===== src/rtl/rv32i_mc_controller.sv =====
// Multi-cycle RV32I control unit: FETCH -> DECODE -> EXEC -> (MEM) -> WB per instruction.
// Latency: 4 cycles per ALU/branch/jump instruction, 5+ for loads/stores, plus memory wait cycles.
// Backpressure: stalls in FETCH/MEM until the memory's ready; a bounded wait traps on timeout.
module rv32i_mc_controller #(
    parameter int MEM_TIMEOUT  = 255,
    parameter bit TRAP_ILLEGAL = 1'b1,
    parameter int CNT_W        = 32
) (
    input  logic             clk,
    input  logic             rst,
    input  logic [31:0]      instr,
    input  logic             imem_ready,
    input  logic             dmem_ready,
    output logic             imem_req,
    output logic             ir_wr,
    output logic             dmem_req,
    output logic             pc_wr,
    output logic             reg_wr,
    output logic [3:0]       alu_op,
    output logic [2:0]       immsrc,
    output logic             sel_A,
    output logic             sel_B,
    output logic [1:0]       wb_sel,
    output logic [2:0]       br_type,
    output logic [2:0]       readcontrol,
    output logic [2:0]       writecontrol,
    output logic             hlt,
    output logic             trap,
    output logic [1:0]       trap_cause,
    output logic [2:0]       state,
    output logic [CNT_W-1:0] instret
);

    localparam logic [2:0] S_FETCH  = 3'd0;
    localparam logic [2:0] S_DECODE = 3'd1;
    localparam logic [2:0] S_EXEC   = 3'd2;
    localparam logic [2:0] S_MEM    = 3'd3;
    localparam logic [2:0] S_WB     = 3'd4;
    localparam logic [2:0] S_HALT   = 3'd5;
    localparam logic [2:0] S_TRAP   = 3'd6;

    localparam logic [6:0] OP_LOAD  = 7'h03;
    localparam logic [6:0] OP_IMM   = 7'h13;
    localparam logic [6:0] OP_AUIPC = 7'h17;
    localparam logic [6:0] OP_STORE = 7'h23;
    localparam logic [6:0] OP_REG   = 7'h33;
    localparam logic [6:0] OP_LUI   = 7'h37;
    localparam logic [6:0] OP_BR    = 7'h63;
    localparam logic [6:0] OP_JALR  = 7'h67;
    localparam logic [6:0] OP_JAL   = 7'h6F;
    localparam logic [6:0] OP_HALT  = 7'h46;

    // Wait counter runs 0..MEM_TIMEOUT-1; the last value with ready still low is the timeout cycle.
    localparam int         TW      = (MEM_TIMEOUT > 1) ? $clog2(MEM_TIMEOUT) : 1;
    localparam logic [TW-1:0] TO_LAST = TW'((MEM_TIMEOUT > 0) ? MEM_TIMEOUT - 1 : 0);

    logic [2:0]       r_state;
    logic [1:0]       r_trap_cause;
    logic [TW-1:0]    r_wait;
    logic [CNT_W-1:0] r_instret;

    // Registered control bundle, loaded at the end of DECODE.
    logic [3:0] r_alu_op;
    logic [2:0] r_immsrc;
    logic       r_sel_A;
    logic       r_sel_B;
    logic [1:0] r_wb_sel;
    logic       r_reg_wr;
    logic       r_is_mem;
    logic [2:0] r_br_type;
    logic [2:0] r_readcontrol;
    logic [2:0] r_writecontrol;

    logic [6:0] w_opc;
    logic [2:0] w_f3;
    logic       w_f7b5;
    logic       w_timeout;
    logic [2:0] w_next;
    logic [1:0] w_cause;

    logic [3:0] w_alu_op;
    logic [2:0] w_immsrc;
    logic       w_sel_A;
    logic       w_sel_B;
    logic [1:0] w_wb_sel;
    logic       w_reg_wr;
    logic       w_is_mem;
    logic [2:0] w_br_type;
    logic [2:0] w_readcontrol;
    logic [2:0] w_writecontrol;
    logic [3:0] w_alu_ri;
    logic       w_unused_instr;

    assign w_opc          = instr[6:0];
    assign w_f3           = instr[14:12];
    assign w_f7b5         = instr[30];
    assign w_unused_instr = ^{instr[31], instr[29:15], instr[11:7]};
    assign w_timeout      = (MEM_TIMEOUT != 0) && (r_wait == TO_LAST);

    // ALU op for R/I types; funct7[5] selects sub only for R, sra for both.
    always_comb begin
        w_alu_ri = 4'd0;
        case (w_f3)
            3'd0: w_alu_ri = (w_opc == OP_REG && w_f7b5) ? 4'd1 : 4'd0;
            3'd1: w_alu_ri = 4'd5;
            3'd2: w_alu_ri = 4'd9;
            3'd3: w_alu_ri = 4'd8;
            3'd4: w_alu_ri = 4'd2;
            3'd5: w_alu_ri = w_f7b5 ? 4'd7 : 4'd6;
            3'd6: w_alu_ri = 4'd3;
            default: w_alu_ri = 4'd4;
        endcase
    end

    // Opcode decode into the next control bundle; unknown/halt opcodes yield an inert bundle.
    always_comb begin
        w_alu_op       = 4'd0;
        w_immsrc       = 3'd0;
        w_sel_A        = 1'b0;
        w_sel_B        = 1'b0;
        w_wb_sel       = 2'd0;
        w_reg_wr       = 1'b0;
        w_is_mem       = 1'b0;
        w_br_type      = 3'd2;
        w_readcontrol  = 3'd7;
        w_writecontrol = 3'd7;
        case (w_opc)
            OP_LOAD: begin
                w_sel_A = 1'b1; w_sel_B = 1'b1; w_wb_sel = 2'd2; w_reg_wr = 1'b1;
                w_is_mem = 1'b1; w_readcontrol = w_f3;
            end
            OP_IMM: begin
                w_sel_A = 1'b1; w_sel_B = 1'b1; w_wb_sel = 2'd1; w_reg_wr = 1'b1;
                w_alu_op = w_alu_ri;
            end
            OP_AUIPC: begin
                w_immsrc = 3'd3; w_sel_B = 1'b1; w_wb_sel = 2'd1; w_reg_wr = 1'b1;
            end
            OP_STORE: begin
                w_immsrc = 3'd1; w_sel_A = 1'b1; w_sel_B = 1'b1;
                w_is_mem = 1'b1; w_writecontrol = w_f3;
            end
            OP_REG: begin
                w_sel_A = 1'b1; w_wb_sel = 2'd1; w_reg_wr = 1'b1; w_alu_op = w_alu_ri;
            end
            OP_LUI: begin
                w_immsrc = 3'd4; w_sel_A = 1'b1; w_sel_B = 1'b1; w_wb_sel = 2'd1;
                w_reg_wr = 1'b1; w_alu_op = 4'd10;
            end
            OP_BR: begin
                w_immsrc = 3'd2; w_sel_B = 1'b1; w_br_type = w_f3;
            end
            OP_JALR: begin
                w_sel_A = 1'b1; w_sel_B = 1'b1; w_reg_wr = 1'b1; w_br_type = 3'd3;
            end
            OP_JAL: begin
                w_immsrc = 3'd3; w_sel_B = 1'b1; w_reg_wr = 1'b1; w_br_type = 3'd3;
            end
            default: ;
        endcase
    end

    // Next-state logic; ready takes priority over a timeout in the same cycle.
    always_comb begin
        w_next  = r_state;
        w_cause = r_trap_cause;
        case (r_state)
            S_FETCH: begin
                if (imem_ready) begin
                    w_next = S_DECODE;
                end else if (w_timeout) begin
                    w_next  = S_TRAP;
                    w_cause = 2'd2;
                end
            end
            S_DECODE: begin
                case (w_opc)
                    OP_LOAD, OP_IMM, OP_AUIPC, OP_STORE, OP_REG,
                    OP_LUI, OP_BR, OP_JALR, OP_JAL: w_next = S_EXEC;
                    OP_HALT: w_next = S_HALT;
                    default: begin
                        if (TRAP_ILLEGAL) begin
                            w_next  = S_TRAP;
                            w_cause = 2'd1;
                        end else begin
                            w_next = S_EXEC;
                        end
                    end
                endcase
            end
            S_EXEC: w_next = r_is_mem ? S_MEM : S_WB;
            S_MEM: begin
                if (dmem_ready) begin
                    w_next = S_WB;
                end else if (w_timeout) begin
                    w_next  = S_TRAP;
                    w_cause = 2'd3;
                end
            end
            S_WB:    w_next = S_FETCH;
            S_HALT:  w_next = S_HALT;
            default: w_next = S_TRAP;
        endcase
    end

    // State, trap cause, wait counter (cleared on any state change) and retired count.
    always_ff @(posedge clk or posedge rst) begin
        if (rst) begin
            r_state      <= S_FETCH;
            r_trap_cause <= 2'd0;
            r_wait       <= '0;
            r_instret    <= '0;
        end else begin
            r_state      <= w_next;
            r_trap_cause <= w_cause;
            if (w_next != r_state) begin
                r_wait <= '0;
            end else if (r_state == S_FETCH || r_state == S_MEM) begin
                r_wait <= r_wait + 1'b1;
            end
            if (r_state == S_WB) begin
                r_instret <= r_instret + 1'b1;
            end
        end
    end

    // Control bundle capture at the end of DECODE.
    always_ff @(posedge clk or posedge rst) begin
        if (rst) begin
            r_alu_op       <= 4'd0;
            r_immsrc       <= 3'd0;
            r_sel_A        <= 1'b0;
            r_sel_B        <= 1'b0;
            r_wb_sel       <= 2'd0;
            r_reg_wr       <= 1'b0;
            r_is_mem       <= 1'b0;
            r_br_type      <= 3'd2;
            r_readcontrol  <= 3'd7;
            r_writecontrol <= 3'd7;
        end else if (r_state == S_DECODE) begin
            r_alu_op       <= w_alu_op;
            r_immsrc       <= w_immsrc;
            r_sel_A        <= w_sel_A;
            r_sel_B        <= w_sel_B;
            r_wb_sel       <= w_wb_sel;
            r_reg_wr       <= w_reg_wr;
            r_is_mem       <= w_is_mem;
            r_br_type      <= w_br_type;
            r_readcontrol  <= w_readcontrol;
            r_writecontrol <= w_writecontrol;
        end
    end

    assign imem_req     = (r_state == S_FETCH);
    assign ir_wr        = (r_state == S_FETCH) && imem_ready;
    assign dmem_req     = (r_state == S_MEM);
    assign pc_wr        = (r_state == S_WB);
    assign reg_wr       = (r_state == S_WB) && r_reg_wr;
    assign alu_op       = r_alu_op;
    assign immsrc       = r_immsrc;
    assign sel_A        = r_sel_A;
    assign sel_B        = r_sel_B;
    assign wb_sel       = r_wb_sel;
    assign br_type      = r_br_type;
    assign readcontrol  = r_readcontrol;
    assign writecontrol = r_writecontrol;
    assign hlt          = (r_state == S_HALT);
    assign trap         = (r_state == S_TRAP);
    assign trap_cause   = r_trap_cause;
    assign state        = r_state;
    assign instret      = r_instret;

endmodule


===== config.mk =====
export PLATFORM = sky130hd
export DESIGN_NAME = rv32i_mc_controller
export DESIGN_NICKNAME = d
export VERILOG_FILES = /design/src/rtl/rv32i_mc_controller.sv
export SDC_FILE = /design/constraint.sdc
export NUM_CORES = 1
export LEC_CHECK = 0
export BUFFER_PORTS_ARGS = -buffer_cell sky130_fd_sc_hd__buf_2
export CAP_MARGIN = 10
export CORE_MARGIN = 5
export CORE_UTILIZATION = 48
export CTS_BUF_LIST = sky130_fd_sc_hd__clkbuf_4
export DETAILED_ROUTE_END_ITERATION = 10
export GPL_TIMING_DRIVEN = 0
export PLACE_DENSITY = 0.78
export SKIP_CTS_REPAIR_TIMING = 1
export SYNTH_ARGS = -nofsm -noshare
export SYNTH_HDL_FRONTEND = slang
export SYNTH_SLANG_ARGS = --single-unit

===== constraint.sdc =====
create_clock -name clk -period 2.2 [get_ports clk]
set_input_delay 0.44 -clock clk [delete_from_list [all_inputs] [get_ports clk]]
set_output_delay 0.44 -clock clk [all_outputs]
set_load 0.05 [all_outputs]

==> results.txt, run 1 <==
Mean Syn Cell Area -> 9.97 um^2
Root Buffer -> clkbuf_4
Die Y -> 93.6 um
GPL Wtd Cong -> 0.861
Rel. slew slack -> 47.0%
dpl cells -> 510
CTS buffer count -> 9
Slew Limit Fails -> 0
Most common cell on crit path -> clkbuf_4
switching power -> 0.572 mW
final period utilization -> 95.5%
CTS clk-pin slew, worst paths -> 120 ps
peak supply drop -> 0.000280 V
critical path required time -> 1760 ps
Net Sw Frac -> 24.7%
largest net degree at the start of global routing -> 39
CTS tree -> yes
first-pass GRT wire length -> 13500 um
DRT antenna net count -> 0
clock skew -> 14.4 ps
Initial Util -> 49.4%
actual slew at the worst max-slew pin -> 794 ps
Post-Syn Nets -> 376
post-synthesis cell area -> 3360 um^2
CP Class -> register to primary output
Top Ports -> 100
worst min-delay path class -> input port to asynchronous set/reset pin
Post-synth ARST share -> 100%
area post-placement -> 3900 um^2
most frequent cells in the layout -> 73 x buf_2, 60 x dfrtp_1, 41 x nand2_1, 32 x nor2_1, 25 x xnor2_1
main flop type after synthesis -> dfrtp_1
Worst R2R Start -> state[0]
Leak Pwr -> 1.94 nW
Clock power frac -> 39.3%
CP cell instances -> clkbuf_4, nor2b_2, and2_1, clkbuf_4
Site Rows -> 30
DPL Wire Length -> 5920 um
power share of the sequential group -> 54.4%
drt wl/cell -> 15.3 um
Die X-Extent -> 93.6 um
final hold viol count -> 0
die area -> 8770 um^2
fmax -> 476 MHz
Layout Cells excl Fill -> 526
Seq/Total Area, Yosys -> 50.2%
DRC -> 0
Nets -> 464
P_int -> 1.75 mW
RSZ-0062 raised after global routing -> true
maxcap violations -> 0
initial DRC count -> 147
total core area -> 6790 um^2
Clock Latency Late Sink -> 420 ps
overall routing resource usage -> 19.6%
hold_ws -> 168 ps
status -> finished clean
area grow syn2layout -> 22.1%
Tmin final -> 2100 ps
Clock Path Buffers -> 2
Pre-Repair DR Iteration Count -> 4
Routed WL -> 8030 um
Vias/cell -> 5.42
CP max-delay cell -> dfrtp_1
Post-synth EDFFs -> 0
vias in the first global route -> 2799
pwr/cell area -> 565 nW/um^2
fillers -> 577
Worst path max stage delay -> 400 ps
H-Tree Depth -> 3
Combinational Power Share -> 6.3%
routed via count -> 2852
Seq cells post-synth -> 67
ant diodes -> 0
setup violators final -> 0
antenna violations before repair -> 0
Mapped Cells -> 337
PortBufs -> 76
CP startpoint kind -> register
share of cells above drive strength 1 -> 29.5%
Final Cell Area -> 4100 um^2
leading cell type in the layout, fill and taps excluded -> buf_2
CP startpoint -> state[2]
crit path max fanout -> 8
CP arrival -> 1660 ps
Yosys warnings -> 0
GRT overflow -> 0
element type at the critical path end -> primary output
Yosys cell types -> 58
TritonCTS Sinks -> 67
final cells by class:
type | count | area (um^2) | area share [%]
Sequential cell | 67 | 1690 | 41.1
Multi-Input combinational cell | 247 | 1610 | 39.3
Timing Repair Buffer | 77 | 417 | 10.2
Tap cell | 96 | 120 | 2.93
Clock inverter | 7 | 92.6 | 2.26
Clock buffer | 9 | 67.6 | 1.65
Buffer | 12 | 63.8 | 1.56
Inverter | 11 | 41.3 | 1.01
metrics by stage:
step | setup slack (ps) | power, mW | util [%] | setup TNS [ps]
finish | 99.6 | 2.32 | 60.3 | 0
global route | -59.5 | 2.44 | 60.3 | -108
CTS | -286 | 2.35 | 59.8 | -1080
detailed placement | 121 | 1.43 | 57.4 | 0
global placement | -680 | 1.42 | 57.1 | -41210
floorplan | 20.0 | 1.38 | - | 0
power by group through the flow:
stage / clock network, mW / registers (mW) / logic, mW
5_1_grt: 1.01 / 1.26 / 0.165
6_report: 0.912 / 1.26 / 0.146
4_1_cts: 0.939 / 1.26 / 0.148
3_3_place_gp: 0 / 1.28 / 0.140
2_1_floorplan: 0 / 1.30 / 0.0718
3_5_place_dp: 0 / 1.28 / 0.147
worst max-delay path: cells and delay by family (launching register included):
family,cells,cell delay (ps)
simple gates,2,420
buf+inv,2,440
flops,1,400
cells in the mapped netlist (all sizes together), types with 2 or more instances:
master  count  area, um^2
xnor2      25         219
xor2       12         105
a21oi       9        45.0
or4         4        33.8
dfstp       7         184
and4        5        46.3
nor4        5        58.8
nand2      41         154
nand2b      5        31.3
nor2b       4        25.0
a211oi      2        20.0
o21ai      12        63.8
o22ai       2        12.5
a221oi      2        17.5
nand3      19         108
o22a        6        52.6
o31ai       5        37.5
nor3b       2        15.0
o21bai      2        15.0
nor3        6        41.3
and2        4        25.0
ha          3        37.5
inv        11        41.3
nor2       34         130
o211ai      3        27.5
or3         3        23.8
clkbuf      7        27.5
and3        5        31.3
buf         5        23.8
nand4      13        81.3
dfrtp      60        1500
cell families (layout without fill, tap and decap cells):
| family | after synthesis | count (layout) | share of synthesized area, % |
|---|---|---|---|
| fa+ha+maj | 3 | 3 | 1.12 |
| simple gates | 153 | 153 | 24.6 |
| xor+xnor | 37 | 37 | 9.65 |
| compound gates | 52 | 52 | 11.0 |
| buf+inv | 23 | 116 | 2.76 |
| flops | 67 | 67 | 50.2 |
| mux | 2 | 2 | 0.633 |
final timing paths:
kind | end | slack (ps) | cells past startpoint
min reg2reg | r_reg_wr | 490 | 2
max | dmem_req | 100 | 4
max reg2reg | instret[29] | 120 | 5
min in group clk | readcontrol[1] | 310 | 2
max in group asynchronous | instret[1] | 1400 | 3
min | alu_op[3] | 170 | 2
sequential cells by signal (all words and copies together), names as in the netlist, 2 cells and up:
| name | flops |
|---|---|
| state | 3 |
| alu_op | 4 |
| writecontrol | 3 |
| r_wait | 8 |
| instret | 32 |
| immsrc | 3 |
| wb_sel | 2 |
| br_type | 3 |
| readcontrol | 3 |
| trap_cause | 2 |
layer usage:
layer	wire length (um)	vias up	global-route usage, %
met3	520	12	4.34
met4	121	0	8.66
met2	3830	89	30.1
li1	-	1372	-
met1	3560	1379	26.5
met5	0	-	0
No activity file was read; power rests on OpenSTA's default activity.
==> inputs of run 2 (changes only) <==
Settings changed: CORE_UTILIZATION 48 to 55, CTS_BUF_LIST sky130_fd_sc_hd__clkbuf_4 to not set, PLACE_DENSITY 0.78 to 0.84, SLEW_MARGIN set to 25.
Clock period 2.2 ns to 2.5 ns, I/O delays scaled along.
==> run 2 against run 1 <==
Compared with the run above:
- sequential cell count is the same
- global-route usage grew 1.9 points
- register-to-register slack gained 250 ps
- clock skew shrank 7.4 ps
- worst setup slack gained 15 ps
- combinational power shrank 10%
- critical path depth grew 1
- cell count shrank 4.0%
- routed wire length shrank 1.5%
- critical path type unchanged
- largest power group unchanged
- sequential power shrank 12%
- clock power grew 12%
- critical endpoint is now pc_wr
- count of clock-buffer cells in the layout grew 3
==> results.txt, run 2 (synthesis results as in run 1) <==
Die Y -> 88.1 um
final hold viol count -> 0
cell family with most CP delay -> buffers and inverters
critical path required time -> 2000 ps
Slew Limit Fails -> 0
CP startpoint kind -> register
Initial Util -> 56.7%
Clock Latency Late Sink -> 340 ps
DRT antenna net count -> 0
CP arrival -> 1880 ps
Pre-Repair DR Iteration Count -> 4
most frequent cells in the layout -> 80 x buf_2, 60 x dfrtp_1, 41 x nand2_1, 33 x nor2_1, 25 x xnor2_1
share of cells above drive strength 1 -> 28.1%
PortBufs -> 76
CTS tree -> yes
Leak Pwr -> 1.96 nW
CP Class -> register to primary output
Worst R2R Start -> state[2]
routed via count -> 2873
Routed WL -> 7920 um
GRT overflow -> 0
drt wl/cell -> 15.7 um
CTS buffer count -> 9
Final Cell Area -> 4100 um^2
Buf/Inv on CP -> 4
actual slew at the worst max-slew pin -> 513 ps
CP max-delay cell -> dfrtp_1
peak supply drop -> 0.000358 V
CP startpoint -> state[2]
DPL Wire Length -> 5750 um
Power, Total -> 2.26 mW
Root Buffer -> clkbuf_8
Rel. slew slack -> 65.5%
initial DRC count -> 181
total core area -> 5920 um^2
maxcap violations -> 0
setup violators final -> 0
element type at the critical path end -> primary output
Worst path max stage delay -> 360 ps
DRC -> 0
Top Ports -> 100
Nets -> 464
Tmin final -> 2380 ps
Site Rows -> 28
largest net degree at the start of global routing -> 51
RSZ-0062 raised after global routing -> false
die area -> 7770 um^2
leading cell type in the layout, fill and taps excluded -> buf_2
fmax -> 419 MHz
ant diodes -> 0
status -> finished clean
clock skew -> 6.98 ps
Vias/cell -> 5.69
TritonCTS Sinks -> 67
Die X-Extent -> 88.1 um
first-pass GRT wire length -> 13000 um
max reg flops -> 32
CP cell instances -> buf_2, clkbuf_1, nand2_1, inv_1, buf_2
CTS clk-pin slew, worst paths -> 70 ps
GPL Wtd Cong -> 0.835
pwr/cell area -> 551 nW/um^2
H-Tree Depth -> 3
Most common cell on crit path -> buf_2
overall routing resource usage -> 21.4%
area grow syn2layout -> 22.2%
crit path max fanout -> 10
final period utilization -> 95.4%
Clock Path Buffers -> 2
worst min-delay path class -> input port to asynchronous set/reset pin
area post-placement -> 3870 um^2
vias in the first global route -> 2750
antenna violations before repair -> 0
==> run 2: changes by cell type in the layout (fill, tap and decap cells not counted), sizes merged <==
cell	previous run	this run
buf	78	81
clkinvlp	2	1
clkinv	3	1
==> run 2: through the flow <==
| step | cells | hold WS [ps] | utilization [%] | TNS (ps) | worst slack, ps |
|---|---|---|---|---|---|
| 2_1_floorplan | 337 | 441 | - | 0 | 18.1 |
| 3_3_place_gp | 488 | 457 | 64.9 | -25220 | -423 |
| 6_report | 505 | 90.4 | 69.3 | 0 | 115 |
| 3_5_place_dp | 489 | 455 | 65.4 | 0 | 380 |
| 5_1_grt | 505 | 100 | 69.3 | 0 | 10.2 |
| 4_1_cts | 505 | 90.2 | 69.3 | 0 | 119 |
==> run 2: per-layer routing <==
| metal | routed length, um | vias up | share of wire (%) | track usage, % |
|---|---|---|---|---|
| met4 | 68 | 0 | 0.86 | 6.87 |
| met5 | 0 | - | 0 | 0 |
| met1 | 3450 | 1375 | 44 | 29.4 |
| met2 | 3740 | 118 | 47 | 33.9 |
| li1 | - | 1373 | - | - |
| met3 | 652 | 7 | 8.2 | 4.99 |
==> run 2: report_power, final <==
part / leakage (nW) / internal [mW] / switching (mW)
Clock: 0.113 / 0.615 / 0.408
Sequential: 0.824 / 1.10 / 0.0118
Combinational: 1.03 / 0.0406 / 0.0902
Total: 1.96 / 1.75 / 0.510
==> run 2: path summary, 6_finish.rpt <==
kind / end / slack [ps] / depth (start not counted)
worst max-delay path: pc_wr / 120 / 5
worst min-delay path: instret[15] / 90 / 2
worst max register to register: immsrc[0] / 370 / 6
worst min register to register: br_type[0] / 480 / 2
max in group asynchronous: instret[0] / 1900 / 3
min in group clk: readcontrol[1] / 440 / 2
==> run 2: area by class of cell <==
| cell class | instances | area, um^2 |
|---|---|---|
| multi-input cells | 247 | 1590 |
| clock inverters | 4 | 72.6 |
| fillers | 447 | 1820 |
| clock buffers | 12 | 155 |
| repair buffers | 77 | 408 |
| inverters | 11 | 43.8 |
| flip-flops and latches | 67 | 1690 |
| well taps | 75 | 93.8 |
| plain buffers | 12 | 52.6 |
==> inputs of run 3 (changes only) <==
Settings changed: ABC_CLOCK_PERIOD_IN_PS set to 2500, REMOVE_ABC_BUFFERS set to 1.
==> run 3 against run 2 <==
Compared with the run above:
- power decreased by 7.3%
- global-route usage fell by 0.53 points
- clock power shrank 16%
- clock skew increased by 2.6 ps
- highest routed layer unchanged
- worst hold slack gained 62 ps
- critical endpoint is now dmem_req
- sequential power is essentially flat
- sequential cell count did not move
- first-iteration DRC count shrank 13%
- non-clock buffer count decreased by 10
- routed wire length fell by 4.1%
==> results.txt, run 3 (synthesis results as in run 1) <==
Slew Limit Fails -> 0
max reg flops -> 32
CTS buffer count -> 9
total core area -> 5920 um^2
DRC -> 0
routed via count -> 2790
CTS tree -> yes
cell depth of the worst flop-to-flop path -> 4
RSZ-0062 raised after global routing -> false
die area -> 7770 um^2
critical path required time -> 2000 ps
Nets -> 454
antenna violations before repair -> 0
CP Class -> register to primary output
Multi-input gate area -> 1590 um^2
Final Cell Area -> 4010 um^2
vias in the first global route -> 2584
element type at the critical path end -> primary output
share of cells above drive strength 1 -> 28.3%
Die Y -> 88.1 um
hold_ws -> 152 ps
initial DRC count -> 158
maxcap violations -> 0
PortBufs -> 78
Top Ports -> 100
fillers -> 466
CP startpoint kind -> register
GRT overflow -> 0
final hold viol count -> 0
peak supply drop -> 0.000303 V
P_int -> 1.59 mW
CP max-delay cell -> dfrtp_1
most frequent cells in the layout -> 78 x buf_2, 58 x dfrtp_1, 41 x nand2_1, 33 x nor2_1, 25 x xnor2_1
GPL Wtd Cong -> 0.828
CP cell instances -> nor2b_1, and2_1, buf_2
worst min-delay path class -> input port to asynchronous set/reset pin
Rel. slew slack -> 59.3%
CTS clk-pin slew, worst paths -> 70 ps
Vias/cell -> 5.64
Routed WL -> 7590 um
final period utilization -> 93.3%
Worst path max stage delay -> 610 ps
Buf/Inv on CP -> 1
Clock Path Buffers -> 2
ant diodes -> 0
Pre-Repair DR Iteration Count -> 4
Site Rows -> 28
Combinational Power Share -> 6.1%
DPL Wire Length -> 5440 um
area grow syn2layout -> 19.4%
leading cell type in the layout, fill and taps excluded -> buf_2
Root Buffer -> clkbuf_8
Reg-to-Reg End -> instret[29]
Reg area -> 1690 um^2
overall routing resource usage -> 20.9%
area post-placement -> 3820 um^2
Leak Pwr -> 1.92 nW
setup violators final -> 0
Clock power frac -> 41.0%
Clock Latency Late Sink -> 340 ps
dpl cells -> 479
CP arrival -> 1830 ps
pwr/cell area -> 523 nW/um^2
Worst Setup EP -> dmem_req
Tmin final -> 2330 ps
CP startpoint -> state[2]
Critical Path Stages -> 3
fmax -> 429 MHz
DRT antenna net count -> 0
Net Sw Frac -> 24.0%
Worst R2R Start -> state[2]
first-pass GRT wire length -> 12600 um
cell family with most CP delay -> simple AND/OR/NAND/NOR gates
clock skew -> 9.57 ps
power share of the sequential group -> 52.9%
Layout Cells excl Fill -> 495
Die X-Extent -> 88.1 um
switching power -> 0.503 mW
TritonCTS Sinks -> 67
status -> finished clean
Initial Util -> 56.7%
R2R Setup Slk -> 190 ps
drt wl/cell -> 15.3 um
crit path max fanout -> 18
H-Tree Depth -> 3
actual slew at the worst max-slew pin -> 611 ps
largest net degree at the start of global routing -> 37
-- run 3: stage by stage --
step	setup WS (ps)	TNS [ps]	util (%)	power (mW)
CTS	34.3	0	67.6	2.12
global placement	-430	-27670	64.0	1.25
finish	167	0	67.8	2.10
detailed placement	39.1	0	64.5	1.26
floorplan	-689	-1930	-	1.21
global route	23.0	0	67.8	2.18
-- run 3: how the worst min path moves through the flow --
stage	startpoint	endpoint	slack (ps)
floorplan	r_reg_wr	r_reg_wr	440
global placement	instret[31]	instret[31]	460
detailed placement	br_type[0]	br_type[0]	460
CTS	rst	instret[15]	160
global route	rst	instret[15]	170
finish	rst	instret[15]	150
-- run 3: worst register-to-register path, stage by stage (launching register included) --
cell and delay, ps:
dfrtp_1 730, nand4_1 480, or3_4 560, nor4_4 300, xor2_1 170
-- run 3: layout make-up --
cell class / count / area share [%]
well taps: 75 / 2.34
flip-flops and latches: 67 / 42.1
multi-input cells: 247 / 39.6
repair buffers: 79 / 10.2
clock buffers: 11 / 3.28
inverters: 11 / 1.09
clock inverters: 5 / 1.34
-- run 3: power groups by stage --
stage | Combinational, mW | Clock (mW) | Sequential [mW]
final | 0.128 | 0.859 | 1.11
after global routing | 0.143 | 0.927 | 1.11
after floorplan | 0.0578 | 0 | 1.15
after global placement | 0.121 | 0 | 1.13
after CTS | 0.129 | 0.880 | 1.11
after detailed placement | 0.128 | 0 | 1.13
-- run 3: layer usage --
layer  vias up  global-route usage, %  share of wire [%]
met4         0                   5.77                1.0
met5         -                      0                  0
met1      1350                   28.7                 44
met2        83                   32.5                 49
li1       1351                      -                  -
met3         6                   6.30                6.1
